<file path="config.mk">
export PLATFORM = sky130hd
export DESIGN_NAME = serial_parallel_flat
export DESIGN_NICKNAME = d
export VERILOG_FILES = /design/src/rtl/serial_parallel_if.sv /design/src/rtl/serial_parallel.sv /design/src/flat_wrapper.sv
export SDC_FILE = /design/constraint.sdc
export NUM_CORES = 1
export LEC_CHECK = 0
export ABC_AREA = 1
export CAP_MARGIN = 20
export CELL_PAD_IN_SITES_DETAIL_PLACEMENT = 1
export CELL_PAD_IN_SITES_GLOBAL_PLACEMENT = 1
export CORE_MARGIN = 2
export CORE_UTILIZATION = 43
export CTS_CLUSTER_DIAMETER = 60
export DETAILED_ROUTE_END_ITERATION = 8
export GPL_TIMING_DRIVEN = 0
export PLACE_DENSITY = 0.81
export SLEW_MARGIN = 20
export SYNTH_ARGS = -nofsm -noshare
export SYNTH_HDL_FRONTEND = slang
export SYNTH_SLANG_ARGS = --single-unit
</file>
<file path="constraint.sdc">
create_clock -name clk -period 3.3 [get_ports clk]
set_input_delay 0.66 -clock clk [delete_from_list [all_inputs] [get_ports clk]]
set_output_delay 0.66 -clock clk [all_outputs]
set_load 0.02 [all_outputs]
</file>
<file path="src/rtl/serial_parallel_if.sv">
// Receive-side bit stream / word handshake bundle for serial_parallel.
// master = upstream bit source plus downstream word sink; slave = deserializer.
interface serial_parallel_if #(
  parameter int WIDTH = 16
);
  logic             serial_in;
  logic             bit_en;
  logic             start;
  logic             clear;
  logic             out_ready;
  logic [WIDTH-1:0] parallel_data;
  logic             out_valid;
  logic             active;
  logic             done;
  logic             overrun;
  logic             parity_err;

  modport master (
    output serial_in, bit_en, start, clear, out_ready,
    input  parallel_data, out_valid, active, done, overrun, parity_err
  );

  modport slave (
    input  serial_in, bit_en, start, clear, out_ready,
    output parallel_data, out_valid, active, done, overrun, parity_err
  );
endinterface

</file>
<file path="src/rtl/serial_parallel.sv">
// BPSK receive deserializer: LSB-first bits into a WIDTH-bit word on a valid/ready port.
// Define SP_PARITY_EN to take one extra even-parity sample per frame and report parity_err.
module serial_parallel #(
  parameter int WIDTH = 16,
  parameter int N     = 5
) (
  input  logic               clk,
  input  logic               rst_n,
  serial_parallel_if.slave   bus
);

`ifdef SP_PARITY_EN
  localparam int FRAME = WIDTH + 1;
`else
  localparam int FRAME = WIDTH;
`endif

  typedef enum logic [1:0] {IDLE, SHIFT, HOLD} state_t;

  state_t           state_q, state_d;
  logic [N-1:0]     count_q;
  logic [FRAME-1:0] shift_q, shift_d;
  logic             sample;
  logic             complete;
  logic             frame_par;

  // NOTE: every signal written here gets a default first, so no path leaves it unassigned (no latch).
  always_comb begin
    state_d  = state_q;
    sample   = 1'b0;
    complete = 1'b0;
    shift_d  = shift_q;

    unique case (state_q)
      IDLE:    if (bus.start) begin
                 state_d = SHIFT;
                 sample  = bus.bit_en;
               end
      SHIFT:   if (!bus.start) state_d = IDLE;
               else            sample  = bus.bit_en;
      HOLD:    if (!bus.start) state_d = IDLE;
      default: state_d = IDLE;
    endcase

    if (sample) begin
      for (int i = 0; i < FRAME; i++)
        if (count_q == N'(i)) shift_d[i] = bus.serial_in;
      if (count_q == N'(FRAME - 1)) begin
        complete = 1'b1;
        state_d  = HOLD;
      end
    end

    // Flush outranks everything except reset; the output register is left alone.
    if (bus.clear) begin
      state_d  = IDLE;
      sample   = 1'b0;
      complete = 1'b0;
    end
  end

`ifdef SP_PARITY_EN
  assign frame_par = ^shift_d;
`else
  assign frame_par = 1'b0;
`endif

  assign bus.active = (state_q == SHIFT);

  // NOTE: sequential state uses non-blocking assignments so all registers update from pre-edge values.
  always_ff @(posedge clk or negedge rst_n) begin
    if (!rst_n) state_q <= IDLE;
    else        state_q <= state_d;
  end

  // NOTE: the shift register is reset explicitly; its contents must read back as zero after reset or clear.
  always_ff @(posedge clk or negedge rst_n) begin
    if (!rst_n) begin
      count_q <= '0;
      shift_q <= '0;
    end else if (bus.clear) begin
      count_q <= '0;
      shift_q <= '0;
    end else begin
      shift_q <= shift_d;
      if (complete || state_d != SHIFT) count_q <= '0;
      else if (sample)                  count_q <= count_q + 1'b1;
    end
  end

  always_ff @(posedge clk or negedge rst_n) begin
    if (!rst_n) begin
      bus.parallel_data <= '0;
      bus.out_valid     <= 1'b0;
      bus.done          <= 1'b0;
      bus.overrun       <= 1'b0;
      bus.parity_err    <= 1'b0;
    end else begin
      bus.done <= complete;

      // A finished word is only taken if the output slot is empty or being emptied this edge.
      if (complete && (!bus.out_valid || bus.out_ready)) begin
        bus.parallel_data <= shift_d[WIDTH-1:0];
        bus.parity_err    <= frame_par;
        bus.out_valid     <= 1'b1;
      end else if (bus.out_valid && bus.out_ready) begin
        bus.out_valid <= 1'b0;
      end

      if (bus.clear)
        bus.overrun <= 1'b0;
      else if (complete && bus.out_valid && !bus.out_ready)
        bus.overrun <= 1'b1;
    end
  end

endmodule

</file>
<file path="src/flat_wrapper.sv">
// flat-port wrapper written by rule: the top's interface ports become plain ports
module serial_parallel_flat 
#(
  parameter int WIDTH = 16,
  parameter int N     = 5
)
  (clk, rst_n, bus_serial_in, bus_bit_en, bus_start, bus_clear, bus_out_ready, bus_parallel_data, bus_out_valid, bus_active, bus_done, bus_overrun, bus_parity_err);
  serial_parallel_if #(.WIDTH(WIDTH)) bus_i ();
  input  logic clk;
  input  logic rst_n;
  input wire logic [$bits(bus_i.serial_in)-1:0] bus_serial_in;
  input wire logic [$bits(bus_i.bit_en)-1:0] bus_bit_en;
  input wire logic [$bits(bus_i.start)-1:0] bus_start;
  input wire logic [$bits(bus_i.clear)-1:0] bus_clear;
  input wire logic [$bits(bus_i.out_ready)-1:0] bus_out_ready;
  output wire logic [$bits(bus_i.parallel_data)-1:0] bus_parallel_data;
  output wire logic [$bits(bus_i.out_valid)-1:0] bus_out_valid;
  output wire logic [$bits(bus_i.active)-1:0] bus_active;
  output wire logic [$bits(bus_i.done)-1:0] bus_done;
  output wire logic [$bits(bus_i.overrun)-1:0] bus_overrun;
  output wire logic [$bits(bus_i.parity_err)-1:0] bus_parity_err;
  assign bus_i.serial_in = bus_serial_in;
  assign bus_i.bit_en = bus_bit_en;
  assign bus_i.start = bus_start;
  assign bus_i.clear = bus_clear;
  assign bus_i.out_ready = bus_out_ready;
  assign bus_parallel_data = bus_i.parallel_data;
  assign bus_out_valid = bus_i.out_valid;
  assign bus_active = bus_i.active;
  assign bus_done = bus_i.done;
  assign bus_overrun = bus_i.overrun;
  assign bus_parity_err = bus_i.parity_err;
  serial_parallel #(.WIDTH(WIDTH), .N(N)) u_core (.clk(clk), .rst_n(rst_n), .bus(bus_i));
endmodule
</file>
## After elaboration in Yosys (flattened, before gate mapping)

Cells that the tools add are included.

| word-level totals | value |
|---|---|
| register bits | 42 |
| bits of input ports | 7 |
| output and inout port bits | 21 |

| cells by class | value |
|---|---|
| add/sub/neg operators | 1 |
| equality and inequality tests | 18 |
| multiplexer cells | 37 |
| reductions and logical operators | 15 |

Operators by type and width:

| operator | number |
|---|---|
| == test 5 x 4 -> 1 bit, second input constant | 8 |
| two-way mux 16 bit | 2 |
| two-way mux 1 bit | 26 |
| == test 5 x 3 -> 1 bit, second input constant | 4 |
| two-way mux 5 bit | 3 |
| == test 5 x 2 -> 1 bit, second input constant | 2 |
| two-way mux 2 bit | 5 |
| adder 5 x 1 -> 5 bit, second input constant | 1 |
| == test 5 x 1 -> 1 bit, second input constant | 1 |
| logical NOT 5 bit | 1 |
| logical AND 1 bit | 4 |
| one-hot mux 2 bit (2 select lines) | 1 |
| nonzero test 2 bit | 2 |
| OR reduction 2 bit | 2 |
| nonzero test 3 bit | 1 |
| == test 2 x 1 -> 1 bit, second input constant | 1 |
| == test 2 bit, second input constant | 1 |
| logical NOT 1 bit | 2 |
| logical NOT 2 bit | 1 |
| logical OR 1 bit | 2 |
| != test 2 x 1 -> 1 bit, second input constant | 1 |

## Longest topological paths before layout

| logic depth | value |
|---|---|
| word-level depth | 10 |
| gate-level depth with buffers | 11 |
| mapped depth without buffers | 11 |

## Worst setup path before layout

OpenSTA, ideal clock, no wires.

| timing path | value |
|---|---|
| path type | reg2reg |
| start | register u_core.state_q[1] |
| end | register u_core.bus.parallel_data[10] |
| data arrival time | 1.520 ns |
| path slack | 1.662 ns |
| cell stages (with the launch flop) | 11 |
| buffers on the path | 1 |
| path through | dfrtp_1 inv_1 ha_1 nor2_1 nor2_4 nand3_4 nor2_8 inv_4 buf_6 nand2_1 nand2_1 |

| on the way | value |
|---|---|
| cells in the longest elaborated chain, start to end | 6 |

Ends and longest elaborated chain:

| element | line | text |
|---|---|---|
| start, declared | serial_parallel.sv:20 | `state_t state_q, state_d;` |
| start signal, assigned | serial_parallel.sv:73 | `else state_q <= state_d;` |
| == test 2 x 1 -> 1 bit * | n/a |  |
| named net bus_active | flat_wrapper.sv:18 | `output wire logic [$bits(bus_i.active)-1:0] bus_active;` |
| OR reduction 2 bit (no line) * | n/a |  |
| two-way mux 1 bit * | n/a |  |
| two-way mux 1 bit | serial_parallel.sv:45 | `if (sample) begin` |
| two-way mux 1 bit | serial_parallel.sv:55 | `if (bus.clear) begin` |
| logical AND 1 bit | serial_parallel.sv:102 | `if (complete && (!bus.out_valid \|\| bus.out_ready)) begin` |
| end signal, assigned | serial_parallel.sv:103 | `bus.parallel_data <= shift_d[WIDTH-1:0];` |
| end, declared | serial_parallel_if.sv:25 | `output parallel_data, out_valid, active, done, overrun, parity_err` |

The timed path passes the listed nets; every way through them passes the cells marked *.
A chain may end at the register's enable or synchronous reset.

## Worst setup path in the final report

| timing path | value |
|---|---|
| start | register u_core.state_q[1] |
| end | output bus_active |

| on the way | value |
|---|---|
| cells in the longest elaborated chain, start to end | 1 |

Ends and longest elaborated chain:

| element | line | text |
|---|---|---|
| == test 2 x 1 -> 1 bit | serial_parallel.sv:68 | `assign bus.active = (state_q == SHIFT);` |
| end, declared | flat_wrapper.sv:18 |  |

Every way passes these cells.

==> results by group <==
Clock tree
  – Clk root buf: clkbuf_8
  – Clk Latency, worst-skew pair: 0.29 ns
  – Clk slew on worst S/H paths: 0.08 ns
  – TritonCTS Buffers: 5
  – Clock Tree Buf Depth: 2
  – CTS tree: done
  – Clock Sinks: 42
  – Post-CTS Setup Repair Bufs: 0
  – Hold-fix buffers, CTS: 0
  – Resized cells post-CTS: 0
  – H-tree depth: 2

Synthesis
  – Syn Area/Cell: 7.757 um2
  – Synth area leaders: dfrtp_1 (47%), nand2_1 (15%), nand3_1 (7.4%), inv_1 (6.6%), nor2_1 (5.8%)
  – Yosys cell types: 23
  – Synth Instances: 286
  – Synthesized area: 2218 um2
  – Post-Synthesis Net Count: 301
  – #FFs+latches synth: 42
  – Sequential share of the synthesized area: 47.38%
  – Yosys top cell area share: 47.38%
  – Yosys warnings: 0
  – Cell taking the most area after synthesis: dfrtp_1

Final layout
  – Most frequent cells in the layout: nand2_1 (89), dfrtp_1 (42), inv_1 (39)
  – Most common cell after layout, fill and taps aside: nand2_1
  – Share of cells above drive strength 1: 7.187%
  – Layout area overhead: 20.36%
  – Fillers: 663
  – Seq. cell area: 1051 um2
  – Final #Nets: 334
  – Multi-input logic area: 933.4 um2
  – # diodes: 0

Placed design
  – Global placement routability congestion: 0.7759
  – Dpl hpwl: 3808 um
  – Number of buffers added on ports: 25

STA
  – Setup TNS: 0 ns
  – Max-slew violation count: 0
  – Clk_skew: 0.002514 ns
  – Max frequency: 0.4551 GHz
  – Unrepaired setup endpoints after global routing: false
  – Slew @ Worst Pin: 0.6810 ns
  – Slew headroom: 54.43%
  – Period utilisation layout: 66.59%
  – Final setup viols: 0
  – Final Hold Fails: 0
  – Crit path time final: 2.198 ns
  – Worst hold slack: 0.3415 ns

Detailed routing
  – Number of routed nets with antenna violations: 0
  – Wire per inst: 13.17 um
  – DR vias: 1,868
  – Number of remaining DRC errors: 0
  – 1st-iter DRT viols: 102
  – Vias/cell: 4.790
  – Final WL: 5135 um
  – First-pass DRT Iterations: 4

Hold path
  – Hold Crit Class: in2async

Status
  – Status: complete, no violations

Power
  – Worst IR Drop VDD: 0.1860 mV
  – Power Density: 357.1 nW/um2
  – Leak: 1.360 nW
  – Pwr Total: 0.0009534 W

Worst setup path
  – Worst Path Required: 2.64 ns
  – WP buf/inv: 2
  – Slack of the worst reg-to-reg path: 1.44 ns
  – CP Capture Type: output pin
  – Critical Path Fanout Max: 3
  – Critical Path Source Type: flop
  – Critical path class: reg2out
  – FF-to-FF path depth: 10
  – Slowest-stage cell, CP: clkdlybuf4s50_1
  – Top Family by Delay on Critical Path: buffers and inverters
  – FF-to-FF End: u_core.bus.parallel_data[13]$_DFFE_PN0P_
  – Crit path DAT: 1.54 ns
  – Worst r2r src: u_core.count_q[1]$_DFFE_PN0P_
  – Critical path's largest stage delay: 0.60 ns
  – CP cell instances: inv_1 -> ha_1 -> clkdlybuf4s50_1

Die
  – Die area: 5749 um2
  – Row count: 26
  – DIE HEIGHT: 75.83 um
  – Starting density of the core: 44.00%
  – Ports: 28
  – Die Span X: 75.83 um
  – Core box area: 5042 um2

Global routing
  – Gr ovfl total: 0
  – Global Route Usage Sum: 20.57%
  – Vias in the first global route: 1,909
  – First-pass GRT wire length: 8935 um
  – Initial antenna violation count: 0
  – Largest net degree at the start of global routing: 23

Job
  – Max cap viols: 0
-- synthesized netlist by cell type --
| cell type | n |
|---|---|
| inv_4 | 1 |
| buf_2 | 2 |
| nand2_2 | 1 |
| conb_1 | 1 |
| nor2_8 | 1 |
| o21ai_1 | 1 |
| nand2_1 | 89 |
| o21ai_0 | 3 |
| inv_1 | 39 |
| inv_2 | 1 |
| nand3_4 | 1 |
| nor2_1 | 34 |
| nand4_1 | 17 |
| nand3_1 | 33 |
| xor2_1 | 1 |
| buf_6 | 4 |
| nor2_4 | 1 |
| nor3_1 | 1 |
| dfrtp_1 | 42 |
| clkbuf_1 | 2 |
| buf_4 | 2 |
| ha_1 | 8 |
| o21bai_1 | 1 |
-- sequential cells by signal, summed over array words and instances (netlist names) --
register,count
u_core.bus.done,1
u_core.bus.out_valid,1
u_core.bus.overrun,1
u_core.bus.parallel_data,16
u_core.count_q,5
u_core.shift_q,16
u_core.state_q,2
-- kinds of logic after synthesis --
kind of cell / after synthesis / share of synthesized area [%]
adders and majority gates: 8 / 4.512
buffers and inverters: 51 / 10.55
xor gates and xnor gates: 1 / 0.3949
AOI/OAI and AO/OA: 5 / 1.241
DFF: 42 / 47.38
other: 1 / 0.1690
and+or+nand+nor: 178 / 35.76
-- stage by stage --
stage / utilization [%] / instance area (um2) / worst slack, ns / instances
2_1_floorplan: - / 2218 / 1.662 / 286
3_3_place_gp: 50.69 / 2556 / 0.4054 / 381
3_5_place_dp: 51.14 / 2579 / 1.055 / 382
4_1_cts: 52.95 / 2670 / 1.075 / 390
5_1_grt: 52.95 / 2670 / 1.001 / 390
6_report: 52.95 / 2670 / 1.102 / 390
-- final cells by class --
type                            count  share of cell area [%]
Timing Repair Buffer               26                   10.22
Tap cell                           70                   3.280
Sequential cell                    42                   39.36
Clock inverter                      1                  0.1874
Inverter                           41                   5.858
Buffer                             10                   2.905
Multi-Input combinational cell    193                   34.96
Clock buffer                        7                   3.233
-- worst register-to-register path: cells and delay by family (launching register included) --
| kind | cells | cell delay, ns |
|---|---|---|
| and+or+nand+nor | 5 | 0.56 |
| adders and majority gates | 2 | 0.50 |
| DFF | 1 | 0.41 |
| buffers and inverters | 3 | 0.28 |
-- power by group --
part | leakage (nW) | total (W) | switching, W | internal (W)
clock network | 0.0482 | 0.000349 | 0.000180 | 0.000169
logic | 0.727 | 0.0000845 | 0.0000565 | 0.0000280
registers | 0.585 | 0.000520 | 0.00000230 | 0.000518
-- worst max path at each step --
| stage | slack [ns] | endpoint | cells after the start | start |
|---|---|---|---|---|
| 2_1_floorplan | 1.66 | u_core.bus.parallel_data[10]$_DFFE_PN0P_ | 10 | u_core.state_q[1]$_DFF_PN0_ |
| 3_3_place_gp | 0.41 | u_core.count_q[0]$_DFFE_PN0P_ | 1 | rst_n |
| 3_5_place_dp | 1.05 | u_core.bus.parallel_data[8]$_DFFE_PN0P_ | 8 | bus_start |
| 4_1_cts | 1.08 | bus_active | 3 | u_core.state_q[1]$_DFF_PN0_ |
| 5_1_grt | 1.00 | bus_active | 3 | u_core.state_q[1]$_DFF_PN0_ |
| 6_report | 1.10 | bus_active | 3 | u_core.state_q[1]$_DFF_PN0_ |
-- per-layer routing --
layer / part of all wire, % / global-route usage, % / vias up
met3: 2.2 / 3.968 / 5
met1: 48 / 26.45 / 893
met4: 0.99 / 4.678 / 0
met2: 49 / 35.73 / 22
li1: - / - / 948
met5: 0 / 0 / -
(Power assumes the default switching activity.)
